[src/rtl/uart_tx_arb.sv]
// uart_tx_arb: three-source arbiter in front of a UART transmitter, plus the
// transmitter's bit-rate timer.
// Each granted source payload is tagged with its 2-bit source id and handed
// to the transmitter as one 18-bit word. A source is acknowledged for one
// cycle after the transmitter reports that it has finished with the word.
// Build option: define UART_TX_ARB_RR_EN for round-robin arbitration. When
// the macro is undefined, src0 has the highest priority and src2 the lowest.
module uart_tx_arb #(
  parameter logic [15:0] BAUD_DIV = 16'd434
) (
  input  logic        clk,
  input  logic        rst_x,
  input  logic [2:0]  src_req,
  output logic [2:0]  src_ack,
  input  logic [15:0] src0_dat,
  input  logic [15:0] src1_dat,
  input  logic [15:0] src2_dat,
  output logic        uart_req,
  input  logic        uart_ack,
  output logic [17:0] uart_dat,
  input  logic        uart_tm_en,
  output logic        uart_tm_ov,
  output logic        arb_busy
);

  localparam logic [1:0] ST_IDLE = 2'd0;
  localparam logic [1:0] ST_WAIT = 2'd1;
  localparam logic [1:0] ST_DONE = 2'd2;

  localparam logic [15:0] TM_LAST = BAUD_DIV - 16'd1;

  logic [1:0]  state_r;
  logic [1:0]  state_nxt_s;
  logic        arb_busy_r;
  logic        uart_req_r;
  logic [17:0] uart_dat_r;
  logic [2:0]  src_ack_r;
  logic [15:0] tm_cnt_r;
  logic        grant_vld_s;
  logic [1:0]  grant_id_s;
  logic [15:0] grant_dat_s;

  // Converts a source id into its acknowledge bit; id 3 cannot occur.
  function automatic logic [2:0] id_to_onehot(input logic [1:0] id);
    logic [2:0] oh;
    case (id)
      2'd0:    oh = 3'b001;
      2'd1:    oh = 3'b010;
      2'd2:    oh = 3'b100;
      default: oh = 3'b000;
    endcase
    return oh;
  endfunction

`ifdef UART_TX_ARB_RR_EN
  logic [1:0] rr_ptr_r;

  // Next source index in the circular order 0 -> 1 -> 2 -> 0.
  function automatic logic [1:0] next_idx(input logic [1:0] idx);
    logic [1:0] nx;
    if (idx == 2'd2) begin
      nx = 2'd0;
    end else begin
      nx = idx + 2'd1;
    end
    return nx;
  endfunction

  // Round-robin pick: search begins one past the previously granted source.
  function automatic logic [1:0] pick_src(input logic [2:0] req, input logic [1:0] ptr);
    logic [1:0] c0;
    logic [1:0] c1;
    logic [1:0] c2;
    logic [1:0] id;
    c0 = next_idx(ptr);
    c1 = next_idx(c0);
    c2 = next_idx(c1);
    if (req[c0]) begin
      id = c0;
    end else if (req[c1]) begin
      id = c1;
    end else if (req[c2]) begin
      id = c2;
    end else begin
      id = 2'd0;
    end
    return id;
  endfunction

  // Remember the last granted source so the next search starts after it.
  always_ff @(posedge clk or negedge rst_x) begin
    if (!rst_x) begin
      rr_ptr_r <= 2'd2;
    end else if (state_r == ST_IDLE && grant_vld_s) begin
      rr_ptr_r <= grant_id_s;
    end else begin
      rr_ptr_r <= rr_ptr_r;
    end
  end

  // Select the source to grant when a request is seen in IDLE.
  always_comb begin
    grant_id_s = pick_src(src_req, rr_ptr_r);
  end
`else
  // Fixed priority pick: lowest source index wins.
  function automatic logic [1:0] pick_src(input logic [2:0] req);
    logic [1:0] id;
    if (req[0]) begin
      id = 2'd0;
    end else if (req[1]) begin
      id = 2'd1;
    end else if (req[2]) begin
      id = 2'd2;
    end else begin
      id = 2'd0;
    end
    return id;
  endfunction

  // Select the source to grant when a request is seen in IDLE.
  always_comb begin
    grant_id_s = pick_src(src_req);
  end
`endif

  // Route the granted source's payload towards the transmitter word.
  always_comb begin
    grant_vld_s = |src_req;
    case (grant_id_s)
      2'd0:    grant_dat_s = src0_dat;
      2'd1:    grant_dat_s = src1_dat;
      2'd2:    grant_dat_s = src2_dat;
      default: grant_dat_s = 16'h0000;
    endcase
  end

  // Next-state logic; DONE always returns to IDLE so uart_req has a gap.
  always_comb begin
    state_nxt_s = state_r;
    case (state_r)
      ST_IDLE: begin
        if (grant_vld_s) begin
          state_nxt_s = ST_WAIT;
        end else begin
          state_nxt_s = ST_IDLE;
        end
      end
      ST_WAIT: begin
        if (uart_ack) begin
          state_nxt_s = ST_DONE;
        end else begin
          state_nxt_s = ST_WAIT;
        end
      end
      ST_DONE: state_nxt_s = ST_IDLE;
      default: state_nxt_s = ST_IDLE;
    endcase
  end

  // State register with a registered busy flag tracking "not IDLE".
  always_ff @(posedge clk or negedge rst_x) begin
    if (!rst_x) begin
      state_r    <= ST_IDLE;
      arb_busy_r <= 1'b0;
    end else begin
      state_r    <= state_nxt_s;
      arb_busy_r <= (state_nxt_s != ST_IDLE);
    end
  end

  // Transmitter handshake and source acknowledge; the granted id travels
  // in the top bits of the transmitter word and is reused for the ack.
  always_ff @(posedge clk or negedge rst_x) begin
    if (!rst_x) begin
      uart_req_r <= 1'b0;
      uart_dat_r <= 18'h00000;
      src_ack_r  <= 3'b000;
    end else begin
      case (state_r)
        ST_IDLE: begin
          src_ack_r <= 3'b000;
          if (grant_vld_s) begin
            uart_req_r <= 1'b1;
            uart_dat_r <= {grant_id_s, grant_dat_s};
          end else begin
            uart_req_r <= 1'b0;
          end
        end
        ST_WAIT: begin
          if (uart_ack) begin
            uart_req_r <= 1'b0;
            src_ack_r  <= id_to_onehot(uart_dat_r[17:16]);
          end else begin
            uart_req_r <= 1'b1;
            src_ack_r  <= 3'b000;
          end
        end
        ST_DONE: begin
          uart_req_r <= 1'b0;
          src_ack_r  <= 3'b000;
        end
        default: begin
          uart_req_r <= 1'b0;
          src_ack_r  <= 3'b000;
        end
      endcase
    end
  end

  // Bit timer: held at zero while disabled, counts 0..BAUD_DIV-1 otherwise.
  always_ff @(posedge clk or negedge rst_x) begin
    if (!rst_x) begin
      tm_cnt_r <= 16'd0;
    end else if (!uart_tm_en) begin
      tm_cnt_r <= 16'd0;
    end else if (tm_cnt_r == TM_LAST) begin
      tm_cnt_r <= 16'd0;
    end else begin
      tm_cnt_r <= tm_cnt_r + 16'd1;
    end
  end

  assign uart_tm_ov = uart_tm_en & (tm_cnt_r == TM_LAST);
  assign uart_req   = uart_req_r;
  assign uart_dat   = uart_dat_r;
  assign src_ack    = src_ack_r;
  assign arb_busy   = arb_busy_r;

endmodule

[config.mk]
export PLATFORM = sky130hd
export DESIGN_NAME = uart_tx_arb
export DESIGN_NICKNAME = d
export VERILOG_FILES = /design/src/rtl/uart_tx_arb.sv
export SDC_FILE = /design/constraint.sdc
export NUM_CORES = 1
export LEC_CHECK = 0
export ABC_AREA = 1
export BUFFER_PORTS_ARGS = -buffer_cell sky130_fd_sc_hd__buf_2
export CAP_MARGIN = 20
export CORE_MARGIN = 2
export CORE_UTILIZATION = 51
export CTS_BUF_LIST = sky130_fd_sc_hd__clkbuf_8
export DETAILED_ROUTE_END_ITERATION = 7
export PLACE_DENSITY = 0.82
export SKIP_LAST_GASP = 1
export SYNTH_ARGS = -nofsm -noshare
export SYNTH_HDL_FRONTEND = slang
export SYNTH_SLANG_ARGS = --single-unit
export TNS_END_PERCENT = 50
[constraint.sdc]
create_clock -name clk -period 1.33 [get_ports clk]
set_input_delay 0.0665 -clock clk [delete_from_list [all_inputs] [get_ports clk]]
set_output_delay 0.0665 -clock clk [all_outputs]
set_load 0.02 [all_outputs]
## Word-level counts from Yosys, hierarchy flattened

Index checks and enable logic that the tools add are counted.

| word-level totals | value |
|---|---|
| bits of input ports | 55 |
| word-level logic and storage cells | 35 |
| output and inout port bits | 24 |
| register bits | 41 |

| operators by class | value |
|---|---|
| reductions and logical operators | 6 |
| mux-type cells | 15 |
| equality and inequality tests | 6 |
| add/subtract/negate cells | 1 |
| bitwise gates (word level) | 1 |

Operator list:

| cell | count |
|---|---|
| case mux 16 bit (3 select lines) | 1 |
| 2-to-1 mux 16 bit | 2 |
| adder 16 x 1 -> 16 bit, second input constant | 1 |
| == test 16 x 9 -> 1 bit, second input constant | 1 |
| case mux 3 bit (3 select lines) | 1 |
| 2-to-1 mux 2 bit | 4 |
| == test 2 x 1 -> 1 bit, second input constant | 3 |
| zero test 2 bit | 3 |
| 2-to-1 mux 3 bit | 2 |
| == test 2 bit, second input constant | 2 |
| case mux 2 bit (2 select lines) | 1 |
| 2-to-1 mux 1 bit | 3 |
| OR reduction 3 bit | 1 |
| case mux 1 bit (2 select lines) | 1 |
| AND reduction 2 bit | 1 |
| nonzero test 2 bit | 1 |
| AND 1 bit | 1 |

## Logic depth before layout (Yosys ltp)

| depth | value |
|---|---|
| word-level depth | 5 |
| depth in mapped cells | 8 |
| mapped depth without buffers | 7 |

## Worst setup path after synthesis

Ideal clock, no wire load.

| timing path | value |
|---|---|
| kind | register -> register |
| start point | reg tm_cnt_r[0] |
| end point | reg tm_cnt_r[14] |
| stages on the path, launching flop included | 7 |
| data required time | 1.198 ns |
| clock period less this slack | 1.221 ns |
| data arrival time | 1.089 ns |
| library setup time | 0.132 ns |
| setup slack | 0.109 ns |
| buffers on the path | 0 |
| path through | dfrtp_1 -> ha_1 -> nand3_2 -> nor2_2 -> nand4_1 -> nand2_1 -> nor2_1 |

| on the way | value |
|---|---|
| word-level cells in the longest chain between the ends | 3 |
| elaborated cells between the ends (all ways) | 4 |
| classes of those cells | add/sub (1); eq/ne (1); mux (2) |

RTL lines:

| what | line | RTL |
|---|---|---|
| start, declared | 38 | `logic [15:0] tm_cnt_r;` |
| start signal, assigned | 220 | `tm_cnt_r <= tm_cnt_r + 16'd1;` |
| adder 16 x 1 -> 16 bit or == test 16 x 9 -> 1 bit (tied branches) | 220, 217 |  |
| 2-to-1 mux 16 bit (*) | 217 | `end else if (tm_cnt_r == TM_LAST) begin` |
| 2-to-1 mux 16 bit (*) | 215 | `end else if (!uart_tm_en) begin` |

Mark *: on every way between the ends. The rest lies on a longest branch, timed or not.
A chain may end at the register's enable or synchronous reset.

## Worst setup path after layout

| timing path | value |
|---|---|
| start point | reg tm_cnt_r[1] |
| end point | out uart_tm_ov |

| on the way | value |
|---|---|
| word-level cells in the longest chain between the ends | 2 |

RTL lines:

| what | line | RTL |
|---|---|---|
| == test 16 x 9 -> 1 bit | 224 | `assign uart_tm_ov = uart_tm_en & (tm_cnt_r == TM_LAST);` |
| AND 1 bit | 224 |  |
| end, declared | 22 | `output logic uart_tm_ov,` |

No other way between the ends.

==> metrics.txt <==
Warnings, synthesis 0; crit path max-delay cell type dfrtp_1; Lkg Pwr 1.50 nW; Residual DRC 0; total global routing overflow 0; Post-Synth Simple-Gate Area 0.413; most common cell in the netlist nand2_1; failing checks negative setup slack; Min Clock Period, post-route 1440 ps; H-tree depth 2; Worst Clk Skew 3.26 ps; Final Max Slew Viols 0; Initial DRT Pass Iterations 4; initial drt markers 118; synthesized flop and latch total 40; Final setup viols 6; Synth Area in Compound Gates 0.0314; fill count 323; ANT nets after route 0; max_slew headroom 0.673; I/O Pins 79; wire length per cell 11.7 µm; ant diodes 0; area grow syn2layout 29.1%; highest metal used met4; Die Y 69.5 µm; Worst-Margin Slew 491 ps; CP required 1260 ps; Placement Setup Slack 47.2 ps; Post-synth EDFFs 0; Layout Cells excl Fill 446; Hold/Removal Path Class in -> reg; final worst setup slack -111 ps; Starting Density 0.540; Post-Syn Area 0.00219 mm²; WL final 5240 µm; placed cells 429; CTS tree yes; status complete, but fails checks; DR vias 2219; Final Cycle Share 1.08; Max FO, Critical Path 2; share of cells above drive strength 1 0.298; CP Cell Sequence inv_2 -> ha_4 -> nand3_2 -> nor2_1 -> nand2_1 -> nor2_1 -> buf_4; syn avg cell area 7.23 µm²; Post-Syn Nets 360; dominant synthesized flop cell dfrtp_1; largest net degree at the start of global routing 41; core footprint 0.00406 mm²; Die Width 69.5 µm; top cells by count, synth nand2_1 (129), dfrtp_1 (40), nor2_1 (36); Yosys top cell area share 0.457; Yosys top cell by area dfrtp_1; port bufs 78; met2 wirelength from detailed routing 2440 µm; GPL Wtd Cong 0.840; CTS Buffer Depth 2; Skew-Pair Late Insertion Delay 290 ps; unrepaired setup endpoints after global routing yes; # rows 23; Total GRT Usage 0.229; first-pass GRT wire length 9050 µm; post-synthesis instance total 303; CP most frequent cell nor2_1; synth top area cells dfrtp_1 (46%), nand2_1 (22%), nand3_1 (6.9%), nor2_1 (6.2%), inv_1 (3.8%); antenna violations before repair 0; Root Buffer clkbuf_8; Final Hold Fails 0; critical path type reg -> out; ys async rst share 1.00; adder-cell share of the synthesized area 0.0114; WL met1 2280 µm; Peak Freq 0.694 GHz; routed wl met3 416 µm; element type at the critical path start flip-flop; crit path DAT 1370 ps; XOR/XNOR Fraction of Synth Area 0.0200; worst stage delay on the critical path 410 ps; max-cap violation count 0; Post-DP HPWL 3830 µm; nets 453; detail-routed via count per cell 4.98; largest family of logic cells by synthesized area simple AND/OR/NAND/NOR gates; Unique masters post-synth 26; setup TNS -365 ps; Power Density 1440 mW/mm²; Setup crit end kind output port; mux cell area share after synthesis 0; TritonCTS Buffers 5; CTS clock-pin slew for the worst setup and hold paths 70 ps; Die Area 0.00483 mm²; Max VDD drop 0.893 mV; post-synthesis sequential area ratio 0.457; TritonCTS Sinks 40; vias in the first global route 2079
## state kept, by name, indices dropped and copies added (netlist names)
signal and count:
src_ack 3, state_r 2, arb_busy 1, tm_cnt_r 16
uart_dat 18
## final cells by class
cell class / count / area (µm²) / area share
Timing Repair Buffer: 93 / 523 / 0.185
Clock buffer: 5 / 68.8 / 0.0243
Multi-Input combinational cell: 232 / 1060 / 0.377
Tap cell: 50 / 62.6 / 0.0221
Sequential cell: 40 / 1000 / 0.355
Inverter: 24 / 92.6 / 0.0328
Clock inverter: 2 / 12.5 / 0.00443
## worst paths after layout
kind | from | endpoint | slack [ps] | depth (start not counted)
worst max-delay path | tm_cnt_r[1] | uart_tm_ov | -110 | 7
worst min-delay path | src1_dat[3] | uart_dat[3] | 20 | 3
worst max register to register | tm_cnt_r[1] | tm_cnt_r[14] | -80 | 8
worst min register to register | uart_dat[6] | uart_dat[6] | 480 | 2
max in group asynchronous | rst_x | tm_cnt_r[10] | 600 | 3
min in group asynchronous | rst_x | src_ack[0] | 350 | 3
## metal layers
layer | vias to the layer above | GRT usage
met5 | - | 0
met4 | 0 | 0.0828
met3 | 13 | 0.0596
met2 | 100 | 0.368
met1 | 976 | 0.300
li1 | 1130 | -
## stage by stage
stage | util | hold slack [ps] | power [mW] | cell area (µm²)
finish | 0.697 | 18.0 | 4.07 | 2830
CTS | 0.693 | 12.6 | 4.09 | 2810
global route | 0.697 | 12.4 | 4.34 | 2830
floorplan | - | -229 | 2.75 | 2190
detailed placement | 0.650 | 154 | 3.31 | 2640
global placement | 0.650 | 153 | 3.27 | 2640
## logic make-up after synthesis
logic type,Yosys count
adder cells (fa/ha/maj),2
buffers and inverters,31
AND/OR/NAND/NOR,215
flip-flops,40
XOR/XNOR,5
AO/OA/AOI/OAI,10
## critical path: cells and delay by family, from the launching register on
family	cells	cell delay, ps
and+or+nand+nor	4	320
adders and majority gates	1	130
DFF	1	410
buffers and inverters	2	240
## cells in the final DEF, fill, tap and decap left out, types with 2 or more instances in the layout
| master | count |
|---|---|
| inv_1 | 19 |
| buf_4 | 13 |
| o21ai_0 | 6 |
| dlygate4sd3_1 | 2 |
| xor2_1 | 2 |
| buf_2 | 77 |
| nand2_1 | 128 |
| nor2_2 | 5 |
| nand3_2 | 2 |
| nor3_1 | 4 |
| clkbuf_8 | 5 |
| nor2_4 | 2 |
| dfrtp_1 | 39 |
| inv_2 | 4 |
| xnor2_1 | 3 |
| nand4_1 | 6 |
| nand2_2 | 3 |
| nand3_1 | 29 |
| nor2_1 | 35 |
## power by group
| part | total, mW | internal (mW) | switching, mW |
|---|---|---|---|
| Combinational | 1.59 | 0.561 | 1.02 |
| Clock | 0.763 | 0.355 | 0.408 |
| Sequential | 1.72 | 1.53 | 0.196 |
## repair_timing
action                                  CTS  global route
hold buffers                              2             0
gates resized for setup                   8             2
endpoints found under the hold margin    41             0
endpoints found under the setup margin    1            10
setup buffers                             6             2
pin swaps                                 2             0
No activity file was read; power rests on OpenSTA's default activity.
